<file path="src/rtl/imem_loader_pkg.sv">
// Shared constants for the boot-time instruction memory loader:
// frame start marker and the 3-bit FSM state encodings.
package imem_loader_pkg;

  localparam logic [7:0] LOADER_SYNC = 8'hA5;

  localparam logic [2:0] LOADER_ST_IDLE  = 3'd0;
  localparam logic [2:0] LOADER_ST_LEN_H = 3'd1;
  localparam logic [2:0] LOADER_ST_LEN_L = 3'd2;
  localparam logic [2:0] LOADER_ST_DATA  = 3'd3;
  localparam logic [2:0] LOADER_ST_CHECK = 3'd4;
  localparam logic [2:0] LOADER_ST_DONE  = 3'd5;
  localparam logic [2:0] LOADER_ST_ERR   = 3'd6;

endpackage

</file>
<file path="src/rtl/imem_loader_if.sv">
// Byte-stream input handshake plus the imem byte write port of the loader.
// The loader is the slave; the byte source / imem side is the master.
interface imem_loader_if #(
  parameter int ADDR_WIDTH = 10
);

  logic                  in_valid;
  logic [7:0]            in_data;
  logic                  in_ready;
  logic                  mem_we;
  logic [ADDR_WIDTH-1:0] mem_addr;
  logic [7:0]            mem_wdata;
  logic                  mem_ready;

  modport master (
    output in_valid, in_data, mem_ready,
    input  in_ready, mem_we, mem_addr, mem_wdata
  );

  modport slave (
    input  in_valid, in_data, mem_ready,
    output in_ready, mem_we, mem_addr, mem_wdata
  );

endinterface

</file>
<file path="src/rtl/imem_loader.sv">
// Parses SYNC/LEN_HI/LEN_LO/payload/CHK frames, writes the payload into imem
// from address 0 and releases cpu_hold only after a checksum-correct image.
module imem_loader
  import imem_loader_pkg::*;
#(
  parameter int         ADDR_WIDTH = 10,
  parameter logic [7:0] SYNC_BYTE  = LOADER_SYNC
) (
  input  logic          clk,
  input  logic          reset_n,
  imem_loader_if.slave  bus,
  output logic          cpu_hold,
  output logic          done,
  output logic          error
);

  localparam logic [31:0] CAP = 32'd1 << ADDR_WIDTH;

  logic [2:0]            state;
  logic [15:0]           len;
  logic [ADDR_WIDTH:0]   cnt;
  logic [7:0]            chk;
  logic                  mem_we;
  logic [ADDR_WIDTH-1:0] mem_addr;
  logic [7:0]            mem_wdata;

  logic                  xfer;
  logic                  last_byte;
  logic [15:0]           len_next;

  // A stalled write blocks the stream, so at most one write is ever pending.
  assign bus.in_ready  = ~mem_we | bus.mem_ready;
  assign xfer          = bus.in_valid & bus.in_ready;
  assign len_next      = {len[15:8], bus.in_data};
  assign last_byte     = (32'(cnt) + 32'd1) == 32'(len);

  assign bus.mem_we    = mem_we;
  assign bus.mem_addr  = mem_addr;
  assign bus.mem_wdata = mem_wdata;

  assign done          = (state == LOADER_ST_DONE);
  assign error         = (state == LOADER_ST_ERR);
  assign cpu_hold      = (state != LOADER_ST_DONE);

  always_ff @(posedge clk) begin
    if (!reset_n) begin
      state <= LOADER_ST_IDLE;
      len   <= '0;
      cnt   <= '0;
      chk   <= '0;
    end else if (xfer) begin
      case (state)
        LOADER_ST_IDLE, LOADER_ST_DONE, LOADER_ST_ERR: begin
          if (bus.in_data == SYNC_BYTE) state <= LOADER_ST_LEN_H;
        end
        LOADER_ST_LEN_H: begin
          len   <= {bus.in_data, 8'h00};
          state <= LOADER_ST_LEN_L;
        end
        LOADER_ST_LEN_L: begin
          len <= len_next;
          cnt <= '0;
          chk <= '0;
          if (32'(len_next) > CAP)  state <= LOADER_ST_ERR;
          else if (len_next == '0)  state <= LOADER_ST_CHECK;
          else                      state <= LOADER_ST_DATA;
        end
        LOADER_ST_DATA: begin
          chk <= chk ^ bus.in_data;
          cnt <= cnt + 1'b1;
          if (last_byte) state <= LOADER_ST_CHECK;
        end
        LOADER_ST_CHECK: begin
          state <= (bus.in_data == chk) ? LOADER_ST_DONE : LOADER_ST_ERR;
        end
        default: state <= LOADER_ST_IDLE;
      endcase
    end
  end

  // Write register: held until imem samples it with mem_ready high.
  always_ff @(posedge clk) begin
    if (!reset_n) begin
      mem_we    <= 1'b0;
      mem_addr  <= '0;
      mem_wdata <= '0;
    end else begin
      if (mem_we && bus.mem_ready) mem_we <= 1'b0;
      // NOTE: non-blocking assignments, so a DATA transfer in the completion
      // cycle overrides the clear above and keeps mem_we high with new data.
      if (xfer && state == LOADER_ST_DATA) begin
        mem_we    <= 1'b1;
        mem_addr  <= cnt[ADDR_WIDTH-1:0];
        mem_wdata <= bus.in_data;
      end
    end
  end

endmodule

</file>
<file path="src/flat_wrapper.sv">
// flat-port wrapper written by rule: the top's interface ports become plain ports
module imem_loader_flat import imem_loader_pkg::*;
#(
  parameter int         ADDR_WIDTH = 10,
  parameter logic [7:0] SYNC_BYTE  = LOADER_SYNC
)
  (clk, reset_n, cpu_hold, done, error, bus_in_valid, bus_in_data, bus_mem_ready, bus_in_ready, bus_mem_we, bus_mem_addr, bus_mem_wdata);
  imem_loader_if #(.ADDR_WIDTH(ADDR_WIDTH)) bus_i ();
  input  logic clk;
  input  logic reset_n;
  output logic cpu_hold;
  output logic done;
  output logic error;
  input wire logic [$bits(bus_i.in_valid)-1:0] bus_in_valid;
  input wire logic [$bits(bus_i.in_data)-1:0] bus_in_data;
  input wire logic [$bits(bus_i.mem_ready)-1:0] bus_mem_ready;
  output wire logic [$bits(bus_i.in_ready)-1:0] bus_in_ready;
  output wire logic [$bits(bus_i.mem_we)-1:0] bus_mem_we;
  output wire logic [$bits(bus_i.mem_addr)-1:0] bus_mem_addr;
  output wire logic [$bits(bus_i.mem_wdata)-1:0] bus_mem_wdata;
  assign bus_i.in_valid = bus_in_valid;
  assign bus_i.in_data = bus_in_data;
  assign bus_i.mem_ready = bus_mem_ready;
  assign bus_in_ready = bus_i.in_ready;
  assign bus_mem_we = bus_i.mem_we;
  assign bus_mem_addr = bus_i.mem_addr;
  assign bus_mem_wdata = bus_i.mem_wdata;
  imem_loader #(.ADDR_WIDTH(ADDR_WIDTH), .SYNC_BYTE(SYNC_BYTE)) u_core (.clk(clk), .reset_n(reset_n), .bus(bus_i), .cpu_hold(cpu_hold), .done(done), .error(error));
endmodule
</file>
<file path="config.mk">
export PLATFORM = sky130hd
export DESIGN_NAME = imem_loader_flat
export DESIGN_NICKNAME = d
export VERILOG_FILES = /design/src/rtl/imem_loader_pkg.sv /design/src/rtl/imem_loader_if.sv /design/src/rtl/imem_loader.sv /design/src/flat_wrapper.sv
export SDC_FILE = /design/constraint.sdc
export NUM_CORES = 1
export LEC_CHECK = 0
export CORE_MARGIN = 3
export CORE_UTILIZATION = 50
export CTS_CLUSTER_DIAMETER = 120
export DETAILED_ROUTE_END_ITERATION = 16
export DONT_BUFFER_PORTS = 1
export SETUP_SLACK_MARGIN = 0.4
export SYNTH_ARGS = -nofsm -noshare
export SYNTH_HDL_FRONTEND = slang
export SYNTH_SLANG_ARGS = --single-unit
</file>
<file path="constraint.sdc">
create_clock -name clk -period 4.01 [get_ports clk]
set_input_delay 0.401 -clock clk [delete_from_list [all_inputs] [get_ports clk]]
set_output_delay 0.401 -clock clk [all_outputs]
set_load 0.02 [all_outputs]
</file>
# [Word level (Yosys, flattened, before mapping)]
# Cells that the tools add are included.
[classes] addsub=2 n_lt_le_gt_ge=1 eq_ne=12 muxes=11 bitwise=5 n_reduce_logical=12
[ops] operator="32-bit by 16-bit equality test with 1-bit output" n=1
[ops] operator="16-bit case mux with 2 select lines" n=1
[ops] operator="11-bit case mux with 2 select lines" n=1
[ops] operator="16-bit by 11-bit > comparator with 1-bit output, second input constant" n=1
[ops] operator="16-bit zero test" n=1
[ops] operator="8-bit case mux with 2 select lines" n=1
[ops] operator="3-bit case mux with 5 select lines" n=1
[ops] operator="11-bit by 1-bit adder with 12-bit output, second input constant" n=1
[ops] operator="3-bit two-way mux" n=4
[ops] operator="11-bit by 1-bit adder with 11-bit output, second input constant" n=1
[ops] operator="3-bit equality test, second input constant" n=3
[ops] operator="8-bit equality test" n=1
[ops] operator="8-bit equality test, second input constant" n=1
[ops] operator="8-bit XOR" n=1
[ops] operator="3-bit by 2-bit equality test with 1-bit output, second input constant" n=2
[ops] operator="3-bit AND reduction" n=2
[ops] operator="2-bit nonzero test" n=3
[ops] operator="2-bit by 1-bit inequality test with 1-bit output, second input constant" n=2
[ops] operator="2-bit AND reduction" n=2
[ops] operator="3-bit by 1-bit equality test with 1-bit output, second input constant" n=1
[ops] operator="3-bit zero test" n=1
[ops] operator="3-bit inequality test, second input constant" n=1
[ops] operator="3-bit OR reduction" n=1
[ops] operator="1-bit logical AND" n=2
[ops] operator="5 further kinds" n=7
[totals] reg_bits=57 wordCells=51

# [Logic depth before layout (Yosys ltp)]
[logic_depth] depth_word=5 depth_mapped=8 ltp_nobuf=7

# [Worst setup path after synthesis]
# Ideal clock, no wire load.
[synth_path] path_type="input -> register" from="input bus_in_data[1]" to="register u_core.state[1]" setup_ns=0.117 arrival_ns=2.199 required_time_ns=3.893 path_slack_ns=1.695 cell_stages=7 path_cell_list="buf_6 or4_4 or4_4 nor4_2 o22ai_1 a221o_1 a22o_1"
[synth_between] elab_chain_cells=4
[synth_rtl] item="from (decl)" line="flat_wrapper.sv:15" text="input wire logic [$bits(bus_i.in_data)-1:0] bus_in_data;"
[synth_rtl] item="parallel branches: the longest is 4 deep, another holds 16-bit by 11-bit > comparator with 1-bit output"
[synth_rtl] item="to (signal assigned)" line="imem_loader.sv:74" text="state <= (bus.in_data == chk) ? LOADER_ST_DONE : LOADER_ST_ERR;"
[synth_rtl] item="to (decl)" line="imem_loader.sv:19" text="logic [2:0] state;"
# Several ways; the timed one is not identified.
# A chain may end at the register's enable or synchronous reset.

# [Worst setup path in the final report]
[layout_path] from="register u_core.cnt[0]" to="register u_core.state[1]"
[layout_between] elab_chain_cells=4
[layout_rtl] item="from (decl)" line="imem_loader.sv:21" text="logic [ADDR_WIDTH:0] cnt;"
[layout_rtl] item="from (signal assigned)" line="imem_loader.sv:70" text="cnt <= cnt + 1'b1;"
[layout_rtl] item="11-bit by 1-bit adder with 12-bit output" line="imem_loader.sv:35" text="assign last_byte = (32'(cnt) + 32'd1) == 32'(len);"
[layout_rtl] item="32-bit by 16-bit equality test with 1-bit output" line="imem_loader.sv:35"
[layout_rtl] item="2-bit by 1-bit inequality test with 1-bit output (no source line)"
[layout_rtl] item="3-bit AND reduction (no source line)"
# Every way passes these cells.

==> results.json <==
{
  "crit_arrival_ns": 2.75,
  "rr_startpoint": "u_core.cnt[0]",
  "period_needed_ns": 2.51,
  "grt_pass1_wl_um": 11600,
  "htreeDepth": 3,
  "total_leakage_power_nw": 1.07,
  "drv_slew": 0,
  "num_vias": 2369,
  "io-pin-count": 35,
  "die_w_um": 82.1,
  "async_flop_share_pct": 0,
  "cts-resized-gates": 0,
  "wl_per_cell_um": 16.5,
  "drive_gt1_share_pct": 7.02,
  "cts_tree": "yes",
  "rsz0062_at_grt": "no",
  "critical_path_peak_fanout": 9,
  "cts.sinks": 57,
  "outcome": "completed",
  "yosysUniqueCellTypes": 47,
  "multi_input_area_um2": 1630,
  "swShare_pct": 20.3,
  "syn_nets": 364,
  "critPathRequiredTime_ns": 4.24,
  "start_util_pct": 52.3,
  "drt_wl_total_um": 6850,
  "avgSynthCellArea_um2": 8.25,
  "final_core_util_pct": 56.2,
  "holdCritStartpoint": "bus_in_data[1]",
  "place.gp.congestion": 0.835,
  "yosys_warnings": 0,
  "synth_top_area_cell": "dfxtp_1",
  "hold_depth": 2,
  "netlist.area_leader.share_pct": 39.4,
  "fp.coreArea_um2": 5540,
  "synth_edf_count": 0,
  "pwr-share-clk_pct": 50.0,
  "regArea_um2": 1140,
  "ys_seq_area_share_pct": 39.4,
  "grt_max_degree": 56,
  "grt_util_all_layers_pct": 23.0,
  "max-vdd-ir-drop_mv": 0.222,
  "p_int_w": 0.000927,
  "cap_violations": 0,
  "crit_path_end_kind": "flip-flop",
  "synth_ff_type": "dfxtp_1",
  "seqPwrFrac_pct": 48.7,
  "dp_hpwl_um": 4670,
  "cts-hold-fix-buffers": 0,
  "setup-tns-final_ns": 0,
  "die_area_um2": 6740,
  "worst_hold_path_type": "primary input to flip-flop",
  "grt_pass1_vias": 2360,
  "worst_pin_slew_ns": 1.02,
  "reg2reg_setup_slack_ns": 1.50,
  "synth_area_leaders": "dfxtp_1 39%, a21boi_0 7.8%, nand2_1 7.1%, xnor2_1 5.4%, xor2_1 3.3%",
  "final_nets": 351,
  "hold_viol": 0,
  "finClkSkew_ns": 0.00530,
  "powerDensity_nw_per_um2": 374,
  "insertedDiodeCount": 0,
  "clk_pin_slew_ns": 0.07,
  "clk_latency_ns": 0.34,
  "max_clock_freq_mhz": 398,
  "fillers": 535,
  "viasPerCell": 5.72,
  "reg2regPathDepth": 7,
  "io_buffers": 0,
  "clockBufferDepth": 2,
  "grt_antenna_before_repair": 0,
  "ctsRootBufferMaster": "clkbuf_8",
  "critical_path_class": "flip-flop to flip-flop",
  "power_frac_comb_pct": 1.4,
  "drc": 0,
  "p_switching_w": 0.000237,
  "dr.pass1.iters": 4,
  "row_count": 27,
  "die_h_um": 82.1,
  "holdPathEnd": "u_core.bus.mem_wdata[1]",
  "drtAntennaViolNets": 0,
  "numCtsBuffers": 9,
  "max-slew-margin-rel_pct": 31.9,
  "finalSetupViolCount": 0,
  "synth_area_um2": 2900,
  "fin_crit_sh_pct": 62.6,
  "ys_ff_latch": 57,
  "grt_overflow": 0,
  "area_growth_pct": 7.43,
  "rr_endpoint": "u_core.state[1]",
  "syn_inst": 351,
  "drt_iter0_drc": 145,
  "worstSetupStartpointType": "flip-flop",
  "cts_setup_buffers": 0
}
## cells in the final DEF, fill, tap and decap left out, drive strengths merged, types with 12 or more instances in the layout
master / instances
o21ai: 14
nand2: 55
nor2b: 15
a21boi: 30
clkbuf: 13
nor2: 15
nand3: 12
a21oi: 13
xnor2: 18
dfxtp: 57
## area by class of cell
cell class,instances,share of cell area [%]
clock buffer,13,5.75
clock inverter,2,1.13
inverter,3,0.362
multi-input combinational,264,52.5
sequential,57,36.7
tap,72,2.90
timing repair buffer,3,0.724
## worst max-delay path: stages (launching register included)
cell	delay (ns)
dfxtp_1	0.46
ha_1	0.39
nand3_1	0.26
xnor2_1	0.20
nor4_1	0.27
nand3_1	0.10
or4_1	0.49
a22o_1	0.24
## layer usage
| layer | GRT usage (%) | share of wire (%) | vias up | wire length [um] |
|---|---|---|---|---|
| met1 | 31.5 | 49 | 1108 | 3360 |
| li1 | - | - | 1197 | - |
| met4 | 9.97 | 1.4 | 0 | 98 |
| met5 | 0 | 0 | - | 0 |
| met3 | 6.29 | 5.7 | 7 | 389 |
| met2 | 33.6 | 44 | 57 | 3000 |
## cell usage after synthesis (10+ instances only)
library cell and number:
o21ai_0 14, nor2b_1 15, nor2_1 15, clkbuf_1 22, a22oi_1 10, nand2_1 55, a21oi_1 13, xnor2_1 18
a21boi_0 30, dfxtp_1 57, nand3_1 12, xor2_1 11
## state kept, by name, summed over array words and instances (netlist names)
signal                cells
u_core.state              3
u_core.cnt               11
u_core.bus.mem_addr      10
u_core.len               16
u_core.bus.mem_we         1
u_core.bus.mem_wdata      8
u_core.chk                8
## power groups by stage
| stage | clock (W) | combinational (W) | sequential (W) |
|---|---|---|---|
| detailed placement | 0 | 0.0000164 | 0.000579 |
| floorplan | 0 | 0.0000236 | 0.000579 |
| CTS | 0.000593 | 0.0000164 | 0.000567 |
| global route | 0.000626 | 0.0000176 | 0.000566 |
| global placement | 0 | 0.0000164 | 0.000579 |
| finish | 0.000582 | 0.0000161 | 0.000567 |
## worst max path at each step
stage / from / endpoint / depth (start not counted)
after floorplan: bus_in_data[1] / u_core.state[1] / 7
after global placement: u_core.cnt[0] / u_core.state[1] / 7
after detailed placement: u_core.cnt[0] / u_core.state[1] / 7
after CTS: u_core.cnt[0] / u_core.state[1] / 7
after global routing: u_core.cnt[0] / u_core.state[1] / 7
final: u_core.cnt[0] / u_core.state[1] / 7
## metrics by stage
stage                     std cells  total power [W]  hold WS, ns  setup WS [ns]  cell area, um^2
after floorplan                 351         0.000603        0.440           1.69             2900
after global placement          399         0.000596        0.454           1.46             2900
after detailed placement        399         0.000596        0.460           1.46             2900
after CTS                       414          0.00118        0.171           1.45             3110
after global routing            414          0.00121        0.179           1.26             3110
final                           414          0.00116        0.200           1.50             3110
## logic make-up after synthesis
kind of cell / count (synthesis) / share of synthesized area (%)
compound gates: 87 / 20.5
buf+inv: 30 / 4.23
xor+xnor: 29 / 8.77
fa+ha+maj: 2 / 0.777
flops: 57 / 39.4
simple gates: 146 / 26.4
Power figures use the tool's default switching activity.
